==> src/rtl/skeleton_ram_bist_if.sv <==
// Host bus of the multi-bank RAM BIST skeleton. The control and data lines run host->DUT;
// the result and status lines run DUT->host.
interface skeleton_ram_bist_if #(
    parameter int BITWIDTH_IN   = 12,
    parameter int BITWIDTH_SYS  = 16,
    parameter int BITWIDTH_HEAD = 30,
    parameter int BITWIDTH_ADR  = 6,
    parameter int BITWIDTH_BANK = 2
);
    logic                     i_en;
    logic                     i_trgg_start_calc;
    logic [1:0]               i_mode;
    logic                     i_rnw;
    logic [BITWIDTH_BANK-1:0] i_bank;
    logic [BITWIDTH_ADR-1:0]  i_adr;
    logic [BITWIDTH_SYS-1:0]  i_data_in;
    logic                     i_fault_inj;
    logic [BITWIDTH_SYS-1:0]  o_data_out;
    logic [BITWIDTH_HEAD-1:0] o_data_head;
    logic                     o_rdy;
    logic [15:0]              o_err_cnt;

    modport master (
        output i_en, i_trgg_start_calc, i_mode, i_rnw, i_bank, i_adr, i_data_in, i_fault_inj,
        input  o_data_out, o_data_head, o_rdy, o_err_cnt
    );

    modport slave (
        input  i_en, i_trgg_start_calc, i_mode, i_rnw, i_bank, i_adr, i_data_in, i_fault_inj,
        output o_data_out, o_data_head, o_rdy, o_err_cnt
    );
endinterface

==> src/rtl/skeleton_ram_bist.sv <==
// Multi-bank single-port RAM skeleton. It supports direct host access and a fill/verify BIST
// sequencer that counts read-back mismatches.
module skeleton_ram_bist #(
    parameter int BITWIDTH_IN   = 12,
    parameter int BITWIDTH_SYS  = 16,
    parameter int BITWIDTH_HEAD = 30,
    parameter int BITWIDTH_ADR  = 6,
    parameter int BITWIDTH_BANK = 2
) (
    input  logic                  i_clk_sys,
    input  logic                  i_rst,
    skeleton_ram_bist_if.slave    bus
);
    localparam int NUM_BANKS = 1 << BITWIDTH_BANK;
    localparam int DEPTH     = 1 << BITWIDTH_ADR;
    localparam int KW        = BITWIDTH_BANK + BITWIDTH_ADR;

    localparam logic [KW-1:0] K_ZERO = {KW{1'b0}};
    localparam logic [KW-1:0] K_ONE  = {{(KW-1){1'b0}}, 1'b1};
    localparam logic [KW-1:0] K_LAST = {KW{1'b1}};

    localparam logic [BITWIDTH_HEAD-1:0] HEAD = BITWIDTH_HEAD'({4'd3, 4'(BITWIDTH_BANK),
        6'(BITWIDTH_ADR), 6'(BITWIDTH_ADR), 5'(BITWIDTH_IN), 5'(BITWIDTH_IN)});

    typedef enum logic [2:0] {
        ST_IDLE   = 3'd0,
        ST_FILL   = 3'd1,
        ST_VERIFY = 3'd2,
        ST_DRAIN  = 3'd3,
        ST_DONE   = 3'd4
    } state_t;

    function automatic logic [BITWIDTH_IN-1:0] f_pattern(input logic inv,
                                                         input logic [BITWIDTH_IN-1:0] seed,
                                                         input logic [KW-1:0] k);
        logic [BITWIDTH_IN-1:0] sum;
        sum = seed + BITWIDTH_IN'(k);
        return inv ? ~sum : sum;
    endfunction

    function automatic logic [BITWIDTH_SYS-1:0] f_pad_word(input logic [BITWIDTH_IN-1:0] word);
        return BITWIDTH_SYS'(word) << (BITWIDTH_SYS - BITWIDTH_IN);
    endfunction

    function automatic logic [15:0] f_sat_inc(input logic [15:0] cnt);
        return (cnt == 16'hFFFF) ? cnt : cnt + 16'd1;
    endfunction

    state_t                   r_state;
    logic [KW-1:0]            r_k;
    logic [BITWIDTH_IN-1:0]   r_seed;
    logic                     r_inv;
    logic [15:0]              r_err_cnt;
    logic                     r_rdy;
    logic [BITWIDTH_SYS-1:0]  r_dout;
    logic                     r_dout_ram;
    logic                     r_cmp_vld;
    logic [BITWIDTH_IN-1:0]   r_exp;
    logic [BITWIDTH_IN-1:0]   r_mem [NUM_BANKS][DEPTH];
    logic [BITWIDTH_IN-1:0]   r_rd_data;

    logic                     w_we;
    logic                     w_re;
    logic [BITWIDTH_BANK-1:0] w_bank;
    logic [BITWIDTH_ADR-1:0]  w_adr;
    logic [BITWIDTH_IN-1:0]   w_wdata;
    logic [BITWIDTH_IN-1:0]   w_din_word;
    logic                     w_is_direct;
    logic                     w_start;
    logic                     w_k_last;
    logic                     w_mismatch;
    logic [BITWIDTH_SYS-1:0]  w_dout;
    logic                     w_unused;

    assign w_din_word  = bus.i_data_in[BITWIDTH_SYS-1 -: BITWIDTH_IN];
    assign w_is_direct = (bus.i_mode == 2'b00) || (bus.i_mode == 2'b11);
    assign w_start     = bus.i_trgg_start_calc && !w_is_direct;
    assign w_k_last    = (r_k == K_LAST);
    assign w_mismatch  = r_cmp_vld && (r_rd_data != r_exp);
    assign w_unused    = ^bus.i_data_in;

    // RAM port arbitration: the host owns the port in IDLE, the sequencer owns it otherwise
    always_comb begin
        w_we    = 1'b0;
        w_re    = 1'b0;
        w_bank  = bus.i_bank;
        w_adr   = bus.i_adr;
        w_wdata = w_din_word;
        if (bus.i_en) begin
            case (r_state)
                ST_IDLE: begin
                    if (w_is_direct) begin
                        w_we = bus.i_rnw;
                        w_re = !bus.i_rnw;
                    end else begin
                        w_we = 1'b0;
                        w_re = 1'b0;
                    end
                end
                ST_FILL: begin
                    w_we    = 1'b1;
                    w_bank  = r_k[KW-1 -: BITWIDTH_BANK];
                    w_adr   = r_k[BITWIDTH_ADR-1:0];
                    w_wdata = f_pattern(r_inv, r_seed, r_k);
                end
                ST_VERIFY: begin
                    w_re   = 1'b1;
                    w_bank = r_k[KW-1 -: BITWIDTH_BANK];
                    w_adr  = r_k[BITWIDTH_ADR-1:0];
                end
                default: begin
                    w_we = 1'b0;
                    w_re = 1'b0;
                end
            endcase
        end else begin
            w_we = 1'b0;
            w_re = 1'b0;
        end
    end

    // Banked single-port RAM with a registered read port (contents are never reset)
    always_ff @(posedge i_clk_sys) begin
        if (w_we) begin
            r_mem[w_bank][w_adr] <= w_wdata;
        end else if (w_re) begin
            r_rd_data <= r_mem[w_bank][w_adr];
        end
    end

    // BIST sequencer together with the result, status and output-select registers
    always_ff @(posedge i_clk_sys or posedge i_rst) begin
        if (i_rst) begin
            r_state    <= ST_IDLE;
            r_k        <= K_ZERO;
            r_seed     <= {BITWIDTH_IN{1'b0}};
            r_inv      <= 1'b0;
            r_err_cnt  <= 16'h0000;
            r_rdy      <= 1'b1;
            r_dout     <= {BITWIDTH_SYS{1'b0}};
            r_dout_ram <= 1'b0;
            r_cmp_vld  <= 1'b0;
            r_exp      <= {BITWIDTH_IN{1'b0}};
        end else if (bus.i_en) begin
            case (r_state)
                ST_IDLE: begin
                    if (w_start) begin
                        r_state    <= ST_FILL;
                        r_seed     <= w_din_word;
                        r_inv      <= (bus.i_mode == 2'b10);
                        r_err_cnt  <= 16'h0000;
                        r_k        <= K_ZERO;
                        r_cmp_vld  <= 1'b0;
                        r_rdy      <= 1'b0;
                        r_dout     <= w_dout;
                        r_dout_ram <= 1'b0;
                    end else if (w_re) begin
                        r_dout_ram <= 1'b1;
                    end
                end
                ST_FILL: begin
                    r_k <= r_k + K_ONE;
                    if (w_k_last) begin
                        r_state <= ST_VERIFY;
                    end
                end
                ST_VERIFY: begin
                    // The fault hook flips the expected LSB, so every injected cycle costs exactly one error
                    r_exp     <= f_pattern(r_inv, r_seed, r_k) ^ BITWIDTH_IN'(bus.i_fault_inj);
                    r_cmp_vld <= 1'b1;
                    r_k       <= r_k + K_ONE;
                    if (w_mismatch) begin
                        r_err_cnt <= f_sat_inc(r_err_cnt);
                    end
                    if (w_k_last) begin
                        r_state <= ST_DRAIN;
                    end
                end
                ST_DRAIN: begin
                    if (w_mismatch) begin
                        r_err_cnt <= f_sat_inc(r_err_cnt);
                    end
                    r_cmp_vld <= 1'b0;
                    r_state   <= ST_DONE;
                end
                ST_DONE: begin
                    r_dout  <= BITWIDTH_SYS'(r_err_cnt);
                    r_rdy   <= 1'b1;
                    r_state <= ST_IDLE;
                end
                default: begin
                    r_state <= ST_IDLE;
                    r_rdy   <= 1'b1;
                end
            endcase
        end
    end

    assign w_dout          = r_dout_ram ? f_pad_word(r_rd_data) : r_dout;
    assign bus.o_data_out  = w_dout;
    assign bus.o_data_head = HEAD;
    assign bus.o_rdy       = r_rdy;
    assign bus.o_err_cnt   = r_err_cnt;
endmodule

==> src/flat_wrapper.sv <==
// flat-port wrapper written by rule: the top's interface ports become plain ports
module skeleton_ram_bist_flat 
#(
    parameter int BITWIDTH_IN   = 12,
    parameter int BITWIDTH_SYS  = 16,
    parameter int BITWIDTH_HEAD = 30,
    parameter int BITWIDTH_ADR  = 6,
    parameter int BITWIDTH_BANK = 2
)
  (i_clk_sys, i_rst, bus_i_en, bus_i_trgg_start_calc, bus_i_mode, bus_i_rnw, bus_i_bank, bus_i_adr, bus_i_data_in, bus_i_fault_inj, bus_o_data_out, bus_o_data_head, bus_o_rdy, bus_o_err_cnt);
  skeleton_ram_bist_if #(.BITWIDTH_IN(BITWIDTH_IN), .BITWIDTH_SYS(BITWIDTH_SYS), .BITWIDTH_HEAD(BITWIDTH_HEAD), .BITWIDTH_ADR(BITWIDTH_ADR), .BITWIDTH_BANK(BITWIDTH_BANK)) bus_i ();
  input  logic i_clk_sys;
  input  logic i_rst;
  input wire logic [$bits(bus_i.i_en)-1:0] bus_i_en;
  input wire logic [$bits(bus_i.i_trgg_start_calc)-1:0] bus_i_trgg_start_calc;
  input wire logic [$bits(bus_i.i_mode)-1:0] bus_i_mode;
  input wire logic [$bits(bus_i.i_rnw)-1:0] bus_i_rnw;
  input wire logic [$bits(bus_i.i_bank)-1:0] bus_i_bank;
  input wire logic [$bits(bus_i.i_adr)-1:0] bus_i_adr;
  input wire logic [$bits(bus_i.i_data_in)-1:0] bus_i_data_in;
  input wire logic [$bits(bus_i.i_fault_inj)-1:0] bus_i_fault_inj;
  output wire logic [$bits(bus_i.o_data_out)-1:0] bus_o_data_out;
  output wire logic [$bits(bus_i.o_data_head)-1:0] bus_o_data_head;
  output wire logic [$bits(bus_i.o_rdy)-1:0] bus_o_rdy;
  output wire logic [$bits(bus_i.o_err_cnt)-1:0] bus_o_err_cnt;
  assign bus_i.i_en = bus_i_en;
  assign bus_i.i_trgg_start_calc = bus_i_trgg_start_calc;
  assign bus_i.i_mode = bus_i_mode;
  assign bus_i.i_rnw = bus_i_rnw;
  assign bus_i.i_bank = bus_i_bank;
  assign bus_i.i_adr = bus_i_adr;
  assign bus_i.i_data_in = bus_i_data_in;
  assign bus_i.i_fault_inj = bus_i_fault_inj;
  assign bus_o_data_out = bus_i.o_data_out;
  assign bus_o_data_head = bus_i.o_data_head;
  assign bus_o_rdy = bus_i.o_rdy;
  assign bus_o_err_cnt = bus_i.o_err_cnt;
  skeleton_ram_bist #(.BITWIDTH_IN(BITWIDTH_IN), .BITWIDTH_SYS(BITWIDTH_SYS), .BITWIDTH_HEAD(BITWIDTH_HEAD), .BITWIDTH_ADR(BITWIDTH_ADR), .BITWIDTH_BANK(BITWIDTH_BANK)) u_core (.i_clk_sys(i_clk_sys), .i_rst(i_rst), .bus(bus_i));
endmodule
==> config.mk <==
export PLATFORM = sky130hd
export DESIGN_NAME = skeleton_ram_bist_flat
export DESIGN_NICKNAME = d
export VERILOG_FILES = /design/src/rtl/skeleton_ram_bist_if.sv /design/src/rtl/skeleton_ram_bist.sv /design/src/flat_wrapper.sv
export SDC_FILE = /design/constraint.sdc
export NUM_CORES = 2
export LEC_CHECK = 0
export CAP_MARGIN = 20
export CORE_UTILIZATION = 25
export CTS_BUF_LIST = sky130_fd_sc_hd__clkbuf_8
export CTS_CLUSTER_SIZE = 8
export DETAILED_ROUTE_END_ITERATION = 10
export GPL_ROUTABILITY_DRIVEN = 0
export SYNTH_ARGS = -nofsm -noshare
export SYNTH_HDL_FRONTEND = slang
export SYNTH_SLANG_ARGS = --single-unit
==> constraint.sdc <==
create_clock -name i_clk_sys -period 18 [get_ports i_clk_sys]
set_input_delay 2.7 -clock i_clk_sys [delete_from_list [all_inputs] [get_ports i_clk_sys]]
set_output_delay 2.7 -clock i_clk_sys [all_outputs]
set_load 0.02 [all_outputs]
==> impl_summary.txt <==
----------------------------------------------------
[Die]
  FP Rows ... 263
  Effective utilization at floorplan ... 25.1%
  Width of the die ... 720 um
  Placeable Area ... 513000 um^2
  Ports placed on the boundary ... 95
  Vertical extent of the die ... 720 um
  Full die area ... 519000 um^2

[Routing]
  Via count ... 82.9k
  Top layer in use ... met5
  DR iter-0 viols ... 10.8k
  First-pass iteration count of the detailed router ... 6
  Total wire length ... 429000 um
  Routed Antenna Nets ... 0
  Routed length on met2 ... 195000 um
  Wire length on met1 ... 169000 um
  # DRC ... 0
  Ratio of routed vias to standard cells ... 5.18
  Met3 wire len ... 46400 um
  Routed WL per cell ... 26.8 um

[Critical path]
  Crit path capture type ... register
  Biggest fanout along the worst timing path ... 74
  CP required ... 18.87 ns
  Max stage delay on crit path ... 0.96 ns
  Crit path cell chain ... clkdlybuf4s50_1 -> nor2b_2 -> a21boi_4 -> nor2_4 -> buf_12 -> buf_12 -> buf_4 -> mux2_2 -> a2111o_1 -> nor4b_1 -> o22ai_1 -> or4_1
  Most common cell on crit path ... sky130_fd_sc_hd__buf_12
  Slowest stage cell on the critical path ... sky130_fd_sc_hd__nor4b_1
  Worst EP arrival ... 9.70 ns
  Crit Path Category ... primary input to register
  Setup crit start kind ... primary input

[STA]
  Max-slew violation count ... 0
  Measured slew at the worst slew-check pin ... 1.27 ns
  Worst rel slew slack ... 12.9%
  Highest achievable clock rate ... 0.113 GHz
  Total Negative Setup Slacks ... 0 ns
  Final WS setup ... 9.17 ns
  Final hold viol count ... 0
  Setup-violating endpoint count in the final report ... 0
  Final period util ... 49.0%
  Final min period ... 8.83 ns
  Post-Route Skew ... 0.0962 ns
  Setup repair after global routing missed its margin ... no

[Place]
  Minimum setup slack after placement ... 8.23 ns
  Total placed instance area ... 139000 um^2
  Post-detail-place hpwl ... 240000 um
  Port-buffer cells ... 60
  Number of placed instances with taps included ... 15.0k

[Global route]
  Antenna violations before repair ... 38
  Final global-route overflow total ... 0
  Global-route wire length before repair ... 595000 um
  Global routing usage summed across all routing layers ... 15.7%
  Vias in the first global route ... 78.4k
  Maximum number of pins on one net before global-route repair ... 183

[Pwr]
  Standby leakage power ... 50.6 nW
  Pwr/cell area ... 139 nW/um^2
  Clock group share of total power ... 28.2%
  Internal power summed over all cells ... 13.5 mW
  Sequential group share of total power ... 46.2%
  Switching power total ... 7.09 mW
  Switching share of power ... 34.4%
  Share of total power in combinational logic ... 25.6%
  Total power after layout ... 20.6 mW
  Peak supply drop ... 0.000140 V

[CTS]
  CTS tree ... yes
  Buffer levels on the longest clock path ... 4
  Htree depth ... 6
  Clk sink count ... 3155
  Skew-Pair Late Insertion Delay ... 1.19 ns
  Inserted Clock Buffers ... 535
  Root Buffer ... sky130_fd_sc_hd__clkbuf_8
  Post-cts repair resize count ... 0
  Clock Pin Slew Worst Setup and Hold Paths ... 0.06 ns
  Post-CTS setup buffer count ... 0
  Number of hold buffers added after CTS ... 0

[Min path]
  Path category of the worst min-delay check ... register to register

[Synthesis]
  Ranking of synthesized cells by instance count ... sky130_fd_sc_hd__edfxtp_1, sky130_fd_sc_hd__o21ai_0, sky130_fd_sc_hd__nand3_1
  Gate count of the mapped netlist ... 8587
  Most instantiated library cell after synthesis ... sky130_fd_sc_hd__edfxtp_1
  Synthesized area per cell ... 15.0 um^2
  Number of synthesized flops with an enable pin ... 3084
  Portion of synthesized cell area occupied by the leading cell type ... 71.8%
  Async set-reset flop share out of synthesis ... 2.25%
  Total of flip-flops plus latches after synthesis ... 3155
  Post-synthesis share of cell area spent on full adders, half adders and majority gates ... 0.122%
  Main area contributors after synthesis ... sky130_fd_sc_hd__edfxtp_1, sky130_fd_sc_hd__mux2i_1, sky130_fd_sc_hd__o21ai_0
  Biggest area consumer among synthesized cells ... sky130_fd_sc_hd__edfxtp_1
  Combinational family with the most area after synthesis ... compound AO/OA/AOI/OAI gates
  Synthesized area ... 129000 um^2
  Number of warnings printed during yosys synthesis ... 0
  Multiplexer area fraction after synthesis ... 5.61%
  Synthesized-area fraction occupied by ao, oa, aoi and oai cells ... 12.3%
  Synth Flop Type ... sky130_fd_sc_hd__edfxtp_1
  Number of different library cells in the post-synthesis netlist ... 71
  Parity-gate share of the synthesized area counting xor and xnor cells ... 0.378%
  Post-synthesis sequential area ratio ... 73.2%
  Basic-gate share of the synthesized area counting and, or, nand and nor cells ... 6.03%

[Final layout]
  Area of the multi-input gates ... 32600 um^2
  Flip-flop and latch area ... 94400 um^2
  Layout cells sized above 1 ... 14.8%
  Summed area of non-filler cells in the final layout ... 149000 um^2
  Filler cell count ... 50.9k
  Total Nets Final ... 8884
  P&R area growth vs syn ... 15.2%
  Number of non-filler instances in the completed layout ... 16.0k

[Status]
  Run status ... complete, no violations

[Run]
  Max Cap Violations ... 0

----------------------------------------------------
[worst paths after layout]
path	start	endpoint	slack, ns	cells after the start
max in group asynchronous	i_rst	u_core.r_dout[3]$_DFFE_PP0P_	15.11	3
setup / recovery	bus_i_en	u_core.r_rd_data[4]$_DFFE_PP_	9.17	12
setup reg to reg	u_core.r_state[0]$_DFFE_PP0P_	u_core.r_rd_data[4]$_DFFE_PP_	10.50	11
hold reg to reg	u_core.r_dout[8]$_DFFE_PP0P_	u_core.r_dout[8]$_DFFE_PP0P_	0.48	2
min in group asynchronous	i_rst	u_core.r_seed[7]$_DFFE_PP0P_	2.15	3
hold / removal	u_core.r_dout[8]$_DFFE_PP0P_	u_core.r_dout[8]$_DFFE_PP0P_	0.48	2
[metal layers]
| metal | vias to the layer above | global-route usage, % |
|---|---|---|
| li1 | 34500 | - |
| met1 | 42500 | 20.7 |
| met3 | 873 | 3.86 |
| met4 | 26 | 7.27 |
| met2 | 5002 | 24.2 |
| met5 | - | 0.0462 |
[power by group through the flow]
stage	sequential, mW	clock, mW	combinational (mW)
after detailed placement	9.69	0	5.13
after floorplan	10.4	0	2.72
final	9.54	5.81	5.28
after CTS	9.53	5.87	5.14
after global routing	9.54	6.17	5.47
after global placement	9.68	0	5.04
[placed cells by master, fill, tap and decap left out, types with 12 or more instances in the layout]
master,instances
sky130_fd_sc_hd__diode_2,17
sky130_fd_sc_hd__a41oi_1,16
sky130_fd_sc_hd__dfrtp_1,70
sky130_fd_sc_hd__a21o_1,155
sky130_fd_sc_hd__nor2_1,122
sky130_fd_sc_hd__clkinv_8,12
sky130_fd_sc_hd__inv_1,228
sky130_fd_sc_hd__edfxtp_1,3084
sky130_fd_sc_hd__o22ai_1,199
sky130_fd_sc_hd__a21boi_0,287
sky130_fd_sc_hd__a2111o_1,43
sky130_fd_sc_hd__clkdlybuf4s50_1,60
sky130_fd_sc_hd__a2111oi_1,12
sky130_fd_sc_hd__buf_4,267
sky130_fd_sc_hd__nor4b_1,27
sky130_fd_sc_hd__o2111ai_1,78
sky130_fd_sc_hd__and3_1,296
sky130_fd_sc_hd__nand2_1,132
sky130_fd_sc_hd__a21oi_1,463
sky130_fd_sc_hd__clkinv_2,17
sky130_fd_sc_hd__xnor2_1,27
sky130_fd_sc_hd__conb_1,30
sky130_fd_sc_hd__clkinvlp_4,13
sky130_fd_sc_hd__buf_12,26
sky130_fd_sc_hd__mux2i_1,533
sky130_fd_sc_hd__nor2b_1,16
sky130_fd_sc_hd__nand3_1,591
sky130_fd_sc_hd__a2111oi_0,100
sky130_fd_sc_hd__xor2_1,25
sky130_fd_sc_hd__clkinv_1,95
sky130_fd_sc_hd__a41o_1,21
sky130_fd_sc_hd__mux2_2,168
sky130_fd_sc_hd__o21bai_1,283
sky130_fd_sc_hd__o2111a_1,75
sky130_fd_sc_hd__o31ai_1,12
sky130_fd_sc_hd__nor4_1,59
sky130_fd_sc_hd__buf_8,23
sky130_fd_sc_hd__clkbuf_8,548
sky130_fd_sc_hd__nor2_2,199
sky130_fd_sc_hd__o21ai_0,619
[logic make-up (layout without fill, tap and decap cells)]
group	count (synthesis)	after routing
AND/OR/NAND/NOR	1527	1527
AO/OA/AOI/OAI	2409	2409
other	2	47
multiplexers	702	702
flip-flops	3155	3155
XOR/XNOR	54	54
buffers and inverters	726	1341
adder cells (fa/ha/maj)	12	12
[final cells by class]
class,instances,area share (%)
Sequential cell,3155,63.5
Multi-Input combinational cell,4734,21.9
Tap cell,6757,5.69
Clock buffer,547,5.06
Timing Repair Buffer,400,2.56
Clock inverter,380,1.26
Inverter,14,0.0362
Antenna cell,17,0.0286
[state kept, by name (all words and copies together) (netlist names)]
| register | count |
|---|---|
| u_core.bus.o_err_cnt | 16 |
| u_core.r_dout_ram | 1 |
| u_core.bus.o_rdy | 1 |
| u_core.r_state | 3 |
| u_core.r_rd_data | 12 |
| u_core.r_dout | 16 |
| u_core.r_k | 8 |
| u_core.r_inv | 1 |
| u_core.r_exp | 12 |
| u_core.r_cmp_vld | 1 |
| u_core.r_mem | 3072 |
| u_core.r_seed | 12 |
[critical path, delay by kind of cell]
kind | cells | cell delay, ns
compound gates | 3 | 1.27
buf+inv | 4 | 2.25
mux | 1 | 0.41
simple gates | 4 | 2.75
[through the flow]
stage	util, %	hold WS [ns]
final	29.0	0.478
after floorplan	-	0.442
after CTS	28.9	0.483
after detailed placement	27.0	0.471
after global placement	27.0	0.461
after global routing	29.0	0.501
(Power assumes the default switching activity.)
